### src/rtl/contador_pkg.sv
// Shared types for the parameterised up/down counter: operating modes and FSM states.
package contador_pkg;

    typedef enum logic [1:0] {
        WRAP    = 2'd0,
        SAT     = 2'd1,
        ONESHOT = 2'd2
    } mode_e;

    typedef enum logic [1:0] {
        IDLE = 2'd0,
        RUN  = 2'd1,
        DONE = 2'd2
    } state_e;

    // The unused encoding 3 falls back to WRAP.
    function automatic mode_e decode_mode(input logic [1:0] m);
        case (m)
            2'd1:    return SAT;
            2'd2:    return ONESHOT;
            default: return WRAP;
        endcase
    endfunction

endpackage

### src/rtl/contador_prescaler.sv
// Counts enabled cycles and raises tick on every PRESCALE-th one; clr restarts the count.
module contador_prescaler #(
    parameter int PRESCALE = 1
) (
    input  logic clk,
    input  logic rst,
    input  logic en,
    input  logic clr,
    output logic tick
);

    // At least one bit so PRESCALE=1 still elaborates; the counter then stays at 0.
    localparam int CW = (PRESCALE > 1) ? $clog2(PRESCALE) : 1;
    localparam logic [CW-1:0] LAST = CW'(PRESCALE - 1);

    logic [CW-1:0] cnt;

    always_ff @(posedge clk or posedge rst) begin
        if (rst) begin
            cnt <= '0;
        end else if (clr) begin
            cnt <= '0;
        end else if (en) begin
            cnt <= (cnt == LAST) ? '0 : cnt + CW'(1);
        end
    end

    assign tick = en && !clr && (cnt == LAST);

endmodule

### src/rtl/contador_param.sv
// Parameterised up/down counter with WRAP/SAT/ONESHOT boundary handling, prescaler and run FSM.
module contador_param
    import contador_pkg::*;
#(
    parameter int WIDTH    = 4,
    parameter int MAX_VAL  = 2**WIDTH - 1,
    parameter int PRESCALE = 1
) (
    input  logic             clk,
    input  logic             rst,
    input  logic             en,
    input  logic             start,
    input  logic             stop,
    input  logic             up_dn,
    input  logic             load,
    input  logic [WIDTH-1:0] load_val,
    input  logic [1:0]       mode,
    output logic [WIDTH-1:0] val,
    output logic             tc,
    output logic             ovf,
    output logic             busy
);

    localparam logic [WIDTH-1:0] MAX_V = MAX_VAL[WIDTH-1:0];

    state_e           state;
    mode_e            mode_sel;
    logic             start_ok;
    logic             presc_en;
    logic             presc_clr;
    logic             tick;
    logic             step;
    logic             boundary;
    logic [WIDTH-1:0] load_clamped;
    logic [WIDTH-1:0] step_val;
    logic [WIDTH-1:0] wrap_val;
    logic [WIDTH-1:0] preset_val;

    assign mode_sel     = decode_mode(mode);
    assign start_ok     = start && (state != RUN);
    assign presc_en     = en && (state == RUN);
    assign presc_clr    = load || stop || start_ok;
    // load and stop both pre-empt a step; a start during RUN does not.
    assign step         = tick && !load && !stop;
    assign boundary     = up_dn ? (val == MAX_V) : (val == '0);
    assign load_clamped = (load_val > MAX_V) ? MAX_V : load_val;
    assign step_val     = up_dn ? val + WIDTH'(1) : val - WIDTH'(1);
    assign wrap_val     = up_dn ? '0 : MAX_V;
    assign preset_val   = up_dn ? '0 : MAX_V;
    assign tc           = boundary;

    contador_prescaler #(
        .PRESCALE (PRESCALE)
    ) u_prescaler (
        .clk  (clk),
        .rst  (rst),
        .en   (presc_en),
        .clr  (presc_clr),
        .tick (tick)
    );

    always_ff @(posedge clk or posedge rst) begin
        if (rst) begin
            state <= IDLE;
            val   <= '0;
            ovf   <= 1'b0;
            busy  <= 1'b0;
        end else begin
            ovf <= 1'b0;
            if (load) begin
                val <= load_clamped;
            end
            // stop still moves the FSM when load owns val in the same cycle
            if (stop) begin
                state <= IDLE;
                busy  <= 1'b0;
            end else if (load) begin
                state <= state;
            end else if (start_ok) begin
                state <= RUN;
                busy  <= 1'b1;
                val   <= preset_val;
            end else if (step) begin
                if (boundary) begin
                    ovf <= 1'b1;
                    case (mode_sel)
                        SAT: begin
                            val <= val;
                        end
                        ONESHOT: begin
                            state <= DONE;
                            busy  <= 1'b0;
                        end
                        default: begin
                            val <= wrap_val;
                        end
                    endcase
                end else begin
                    val <= step_val;
                end
            end
        end
    end

endmodule

### config.mk
export PLATFORM = sky130hd
export DESIGN_NAME = contador_param
export DESIGN_NICKNAME = d
export VERILOG_FILES = /design/src/rtl/contador_pkg.sv /design/src/rtl/contador_prescaler.sv /design/src/rtl/contador_param.sv
export SDC_FILE = /design/constraint.sdc
export NUM_CORES = 1
export LEC_CHECK = 0
export CAP_MARGIN = 20
export CORE_MARGIN = 1.5
export CORE_UTILIZATION = 41
export DETAILED_ROUTE_END_ITERATION = 7
export PLACE_DENSITY = 0.71
export SYNTH_ARGS = -nofsm -noshare
export SYNTH_HDL_FRONTEND = slang
export SYNTH_HIERARCHICAL = 1
export SYNTH_SLANG_ARGS = --single-unit
### constraint.sdc
create_clock -name clk -period 2 [get_ports clk]
set_clock_uncertainty 0.05 [all_clocks]
set_input_delay 0.3 -clock clk [delete_from_list [all_inputs] [get_ports clk]]
set_output_delay 0.3 -clock clk [all_outputs]
set_load 0.005 [all_outputs]
==> results.cfg, run 1 <==
[logic_synthesis]
synth-seq-cells = 7
yosys-mux-area-fraction = 0.0144
async_reset_ff_frac = 1.00
synth_compound_area_frac = 0.315
synth_sequential_area_ratio = 0.252
post_synth_fa_ha_maj_area_fraction = 0.0647
yosysWarningCount = 6
synth-main-ff-cell = sky130_fd_sc_hd__dfrtp_1
synth-edff-count = 0
netlist-cell-type-count = 40
synth_xor_area_frac = 0.0378
synthesis.instances = 80
syn-mean-instance-area_sq_um = 8.70
synth_simple_gate_area_share = 0.272
postSynthNetCount = 96
synth_top_family_by_area = compound AO/OA/AOI/OAI gates
mapped_area_sq_um = 696

[min_path]
holdCritPathClass = in -> async

[pwr]
power_density_nw_per_um2 = 439
power.static_leakage_nw = 0.529
ir_drop_mv = 0.265

[cts]
cts.clk_slew.worst_paths_ns = 0.05
numCtsBuffers = 3
clkLatencyLatePin_ns = 0.25
h-tree-depth = 1
cts.sink_count = 7
clockBufferDepth = 2
tritoncts = built
clockRootBuffer = sky130_fd_sc_hd__clkbuf_4
postCtsHoldBufs = 0

[sta]
timing.final.hold_violations = 0
worst_slew_margin_relative_to_its_limit = 0.710
postLayoutSetupSlackWorst_ns = -0.0125
setup_viols_final = 1
rsz_0062_raised_after_global_routing = yes
timing.final.max_slew_violations = 0
finalWorstPathRequiredPeriod_ns = 2.01
layout_worst_path_cycle_share = 1.01
worst_tran_pin_value_ns = 0.425
fmax_mhz = 497

[drt]
drt_wl_total_um = 2310
routed_wire_length_per_instance_um = 16.5
count_of_vias_placed_by_the_detailed_router = 824
detail_route.first_pass.iterations = 4
drt_iter0_markers = 23
viasPerCell = 5.89
drtAntennaViolNets = 0
drcViolationCount = 0

[global_route]
groute.usage.overall = 0.260
grt_start_max_net_pins = 13
grt_pass1_wl_um = 3730
initial_antenna_violation_count = 0
grt_pass1_vias = 816
globalRouteOverflowTotal = 0

[place]
routabilityCongestion = 0.924
placement.io_buffers = 19
dpl-instance-area_sq_um = 1050
dp_hpwl_um = 1690
preCtsSetupSlack_ns = -0.325

[finish]
layout_commonest_cell = sky130_fd_sc_hd__buf_4
final_standard_cell_area_without_fillers_sq_um = 1140
num_antenna_cells = 0
final_cell_mix = sky130_fd_sc_hd__buf_4 (22), sky130_fd_sc_hd__clkdlybuf4s50_1 (17), sky130_fd_sc_hd__dfrtp_1 (7)
final_nets = 141
layout-area-overhead-vs-synth_pct = 63.8
post_route_cells_drive_above_1_share = 0.315

[floorplanning]
die-width_um = 44.2
floorplan.core_area_sq_um = 1540
die_h_um = 44.2
floorplan.io_pins = 20
dieArea_sq_um = 1950
initial_utilization = 0.451
floorplan.rows = 14

[setup_path]
critical_r2r_capture = val[0]$_DFFE_PP0P_
data_arrival_time_of_the_critical_path_ns = 2.14
cp_max_fo = 6
regToRegSetupSlack_ns = -0.01
timing.critical_path.required_ns = 2.13
critical_path.startpoint_type = register
worst_setup_path_end_kind = register
regToRegStartpoint = val[3]$_DFFE_PP0P_
rr_worst_depth = 6
worst-setup-path-type = reg -> reg

[outcome]
outcome = finished, violations left
violations = setup timing

[job]
maxCapViolations = 0
cells in the mapped netlist (2+ instances only):
master,count,share of area
sky130_fd_sc_hd__a21oi_1,4,0.029
sky130_fd_sc_hd__nor3_1,3,0.022
sky130_fd_sc_hd__a21o_1,2,0.022
sky130_fd_sc_hd__xor2_1,2,0.025
sky130_fd_sc_hd__nor2_1,4,0.022
sky130_fd_sc_hd__o211a_1,2,0.029
sky130_fd_sc_hd__a221oi_1,3,0.038
sky130_fd_sc_hd__ha_1,2,0.036
sky130_fd_sc_hd__nand2_1,6,0.032
sky130_fd_sc_hd__inv_1,6,0.032
sky130_fd_sc_hd__nor2b_1,2,0.018
sky130_fd_sc_hd__and2_1,2,0.018
sky130_fd_sc_hd__a211oi_1,2,0.022
sky130_fd_sc_hd__o21ai_0,4,0.029
sky130_fd_sc_hd__dfrtp_1,7,0.25
sky130_fd_sc_hd__nand2b_1,5,0.045
layer usage:
layer	global-route usage	up-vias	wire [um]
li1	-	397	-
met1	0.349	381	904
met2	0.435	42	1200
met3	0.0204	4	177
met4	0.0970	0	34
met5	0	-	0
repair_timing:
action,CTS,global route
setup endpoints to repair,4,7
pin swaps,2,6
gates resized for setup,4,6
buffers inserted,2,0
state kept, by name, indices dropped and copies added, names as in the netlist:
register  count
state         2
val           4
ovf           1
how the worst max path moves through the flow:
stage / from / to / slack [ns] / cells after the start
6_report: val[3]$_DFFE_PP0P_ / val[0]$_DFFE_PP0P_ / -0.01 / 6
4_1_cts: val[1]$_DFFE_PP0P_ / val[3]$_DFFE_PP0P_ / -0.0008 / 6
2_1_floorplan: val[1]$_DFFE_PP0P_ / val[0]$_DFFE_PP0P_ / 0.003 / 5
3_3_place_gp: up_dn / val[3]$_DFFE_PP0P_ / -0.23 / 7
5_1_grt: val[3]$_DFFE_PP0P_ / val[0]$_DFFE_PP0P_ / -0.07 / 6
3_5_place_dp: up_dn / val[3]$_DFFE_PP0P_ / -0.32 / 7
stage by stage:
| step | util | hold slack [ns] | TNS [ns] | power, mW | instances |
|---|---|---|---|---|---|
| after global placement | 0.684 | 0.492 | -1.30 | 0.355 | 134 |
| after floorplan | - | 0.0534 | 0 | 0.252 | 80 |
| after CTS | 0.720 | 0.242 | -0.000842 | 0.495 | 140 |
| after detailed placement | 0.684 | 0.500 | -1.71 | 0.360 | 134 |
| final | 0.739 | 0.232 | -0.0125 | 0.501 | 140 |
| after global routing | 0.739 | 0.252 | -0.202 | 0.527 | 140 |
kinds of logic after synthesis:
group	Yosys count
buf+inv	8
flops	7
mux	1
simple gates	31
compound gates	27
xor+xnor	3
fa+ha+maj	3
final cells by class:
| cell class | count | area (sq um) |
|---|---|---|
| Fill cell | 124 | 402 |
| Timing Repair Buffer | 42 | 368 |
| Sequential cell | 7 | 175 |
| Multi-Input combinational cell | 65 | 528 |
| Inverter | 6 | 22.5 |
| Clock buffer | 4 | 26.3 |
| Tap cell | 16 | 20.0 |
worst max-delay path: stages, from the launching register on:
cell                       delay (ns)
sky130_fd_sc_hd__dfrtp_1         0.39
sky130_fd_sc_hd__or4_4           0.55
sky130_fd_sc_hd__o22ai_4         0.20
sky130_fd_sc_hd__buf_6           0.15
sky130_fd_sc_hd__a221oi_2        0.05
sky130_fd_sc_hd__or4_1           0.42
sky130_fd_sc_hd__a21oi_1         0.13
where the power goes:
part / internal, mW / leakage, nW / switching, mW
Combinational: 0.114 / 0.422 / 0.0973
Clock: 0.0762 / 0.0150 / 0.0525
Sequential: 0.151 / 0.0923 / 0.0101
Total: 0.341 / 0.529 / 0.160
Note: power is estimated with default switching activity, not from simulation.
==> inputs of run 2 (changes only) <==
Settings changed: SETUP_SLACK_MARGIN set to 0.05.
==> run 2 against run 1 <==
The flow still finishes with violations (setup timing). Flip-flop and latch count stayed put. Sequential share of layout area is 0.059 points higher. Hold slack worse by 0.015 ns. Critical endpoint unchanged. First-iteration DRC count is 35% higher. Largest cell class unchanged. Critical path depth stayed put. Largest power group unchanged. Critical path type unchanged. Die area stayed put.
==> results.cfg, run 2 (same netlist as run 1, synthesis figures left out) <==
[floorplanning]
initial_utilization = 0.451
die-width_um = 44.2
die_h_um = 44.2
dieArea_sq_um = 1950
floorplan.rows = 14
floorplan.io_pins = 20
floorplan.core_area_sq_um = 1540

[finish]
post_route_cells_drive_above_1_share = 0.363
fillerInstances = 119
final_cell_mix = sky130_fd_sc_hd__buf_4 (21), sky130_fd_sc_hd__clkdlybuf4s50_1 (18), sky130_fd_sc_hd__nand2_1 (6), sky130_fd_sc_hd__dfrtp_1 (6)
number_of_flip_flops_under_the_largest_register_name = 4
max_flop_register = val
layout_commonest_cell = sky130_fd_sc_hd__buf_4
reg.largest.list = val: 4 flops, state: 2 flops, ovf: 1 flops
final_nets = 141
layout-area-overhead-vs-synth_pct = 64.4
num_antenna_cells = 0

[setup_path]
worst_path_dominant_cell_family = simple AND/OR/NAND/NOR gates
worst_setup_path_end_kind = register
regToRegSetupSlack_ns = -0.03
critical_r2r_capture = val[0]$_DFFE_PP0P_
critical_path.startpoint = val[1]$_DFFE_PP0P_
critical_path_buf_inv_count = 1
regToRegStartpoint = val[1]$_DFFE_PP0P_
worst-setup-path-type = reg -> reg
crit_path_max_incr_delay_ns = 0.56
critical_path.startpoint_type = register
cp_max_fo = 5
rr_worst_depth = 6
data_arrival_time_of_the_critical_path_ns = 2.16
timing.critical_path.slowest_stage_cell = sky130_fd_sc_hd__or4_4
timing.critical_path.required_ns = 2.13
critical_path.cell_chain = or4_4, o22ai_4, buf_6, a221oi_2, or4_1, a21oi_2

[sta]
fmax_mhz = 493
setup_viols_final = 3
rsz_0062_raised_after_global_routing = yes
layout_worst_path_cycle_share = 1.01
worst_slew_margin_relative_to_its_limit = 0.683
timing.final.max_slew_violations = 0
timing.final.hold_violations = 0
finalWorstPathRequiredPeriod_ns = 2.03
worst_tran_pin_value_ns = 0.464
postLayoutSetupSlackWorst_ns = -0.0281

[cts]
h-tree-depth = 1
numCtsBuffers = 3
clockBufferDepth = 2
tritoncts = built
postCtsHoldBufs = 0
cts.sink_count = 7
cts.clk_slew.worst_paths_ns = 0.05
clkLatencyLatePin_ns = 0.26
clockRootBuffer = sky130_fd_sc_hd__clkbuf_4

[pwr]
p_int_mw = 0.342
combPwrFrac = 0.420
clkPwrFrac = 0.258
switchingPower_mw = 0.160
power.static_leakage_nw = 0.515
fin_total_pwr_mw = 0.502
ir_drop_mv = 0.225
power_density_nw_per_um2 = 439
power.switching_fraction = 0.318
p_seq_frac = 0.322

[drt]
drt_wl_total_um = 2180
drcViolationCount = 0
routed_wire_length_per_instance_um = 15.5
count_of_vias_placed_by_the_detailed_router = 813
drt_iter0_markers = 31
viasPerCell = 5.81
detail_route.first_pass.iterations = 4
drtAntennaViolNets = 0

[place]
routabilityCongestion = 0.957
dp_hpwl_um = 1640
placement.io_buffers = 19
preCtsSetupSlack_ns = -0.414

[job]
maxCapViolations = 0

[outcome]
violations = setup timing
outcome = finished, violations left

[global_route]
initial_antenna_violation_count = 0
grt_start_max_net_pins = 10
globalRouteOverflowTotal = 0
grt_pass1_wl_um = 3530
grt_pass1_vias = 787
groute.usage.overall = 0.247

[min_path]
holdCritPathClass = in -> async
## run 2: changes by cell type in the layout (fill, tap and decap cells not counted), sizes merged
cell,change
clkbuf,+1
clkdlybuf4s50,+1
dlygate4sd2,-1
dlymetal6s2s,-1
## run 2: final cells by class
cell class	count	area (sq um)	area share
flip-flops and latches	7	176	0.154
clock buffers	4	26.3	0.0230
multi-input cells	65	533	0.466
well taps	16	20.0	0.0175
repair buffers	42	365	0.319
inverters	6	22.5	0.0197
## run 2: worst register-to-register path, delay by kind of cell, from the launching register on
| kind | cells | cell delay [ns] |
|---|---|---|
| AOI/OAI and AO/OA | 3 | 0.37 |
| DFF | 1 | 0.42 |
| buffers and inverters | 1 | 0.14 |
| and+or+nand+nor | 2 | 0.98 |
## run 2: routing by layer
layer | wire (um) | up-vias | track usage | part of all wire
met4 | 29 | 0 | 0.115 | 0.013
li1 | - | 390 | - | -
met2 | 1060 | 40 | 0.394 | 0.49
met5 | 0 | - | 0 | 0
met1 | 929 | 381 | 0.342 | 0.43
met3 | 158 | 2 | 0.0122 | 0.073
## run 2: how the worst max path moves through the flow
stage / to / depth (start not counted) / slack, ns
2_1_floorplan: val[0]$_DFFE_PP0P_ / 5 / 0.05
3_3_place_gp: tc / 4 / -0.33
3_5_place_dp: val[3]$_DFFE_PP0P_ / 7 / -0.41
4_1_cts: val[0]$_DFFE_PP0P_ / 6 / -0.02
5_1_grt: val[1]$_DFFE_PP0P_ / 7 / -0.08
6_report: val[0]$_DFFE_PP0P_ / 6 / -0.03
## run 2: power groups by stage
stage	combinational, mW	sequential (mW)	clock [mW]
6_report	0.211	0.162	0.129
2_1_floorplan	0.0839	0.169	0
4_1_cts	0.204	0.161	0.131
5_1_grt	0.229	0.162	0.137
3_3_place_gp	0.192	0.163	0
3_5_place_dp	0.195	0.163	0
## run 2: per-stage QoR
| stage | cell area (sq um) | TNS [ns] | utilization | cells | hold WS (ns) |
|---|---|---|---|---|---|
| after global routing | 1140 | -0.236 | 0.742 | 140 | 0.263 |
| after detailed placement | 1050 | -2.62 | 0.680 | 133 | 0.491 |
| final | 1140 | -0.0494 | 0.742 | 140 | 0.217 |
| after floorplan | 697 | 0 | - | 80 | 0.0533 |
| after global placement | 1050 | -2.15 | 0.680 | 133 | 0.496 |
| after CTS | 1120 | -0.0226 | 0.725 | 138 | 0.221 |
## run 2: timing repair
item | CTS | global route
endpoints found under the setup margin | 7 | 5
buffers inserted | 1 | 2
pin swaps | 5 | 2
gates resized for setup | 10 | 5
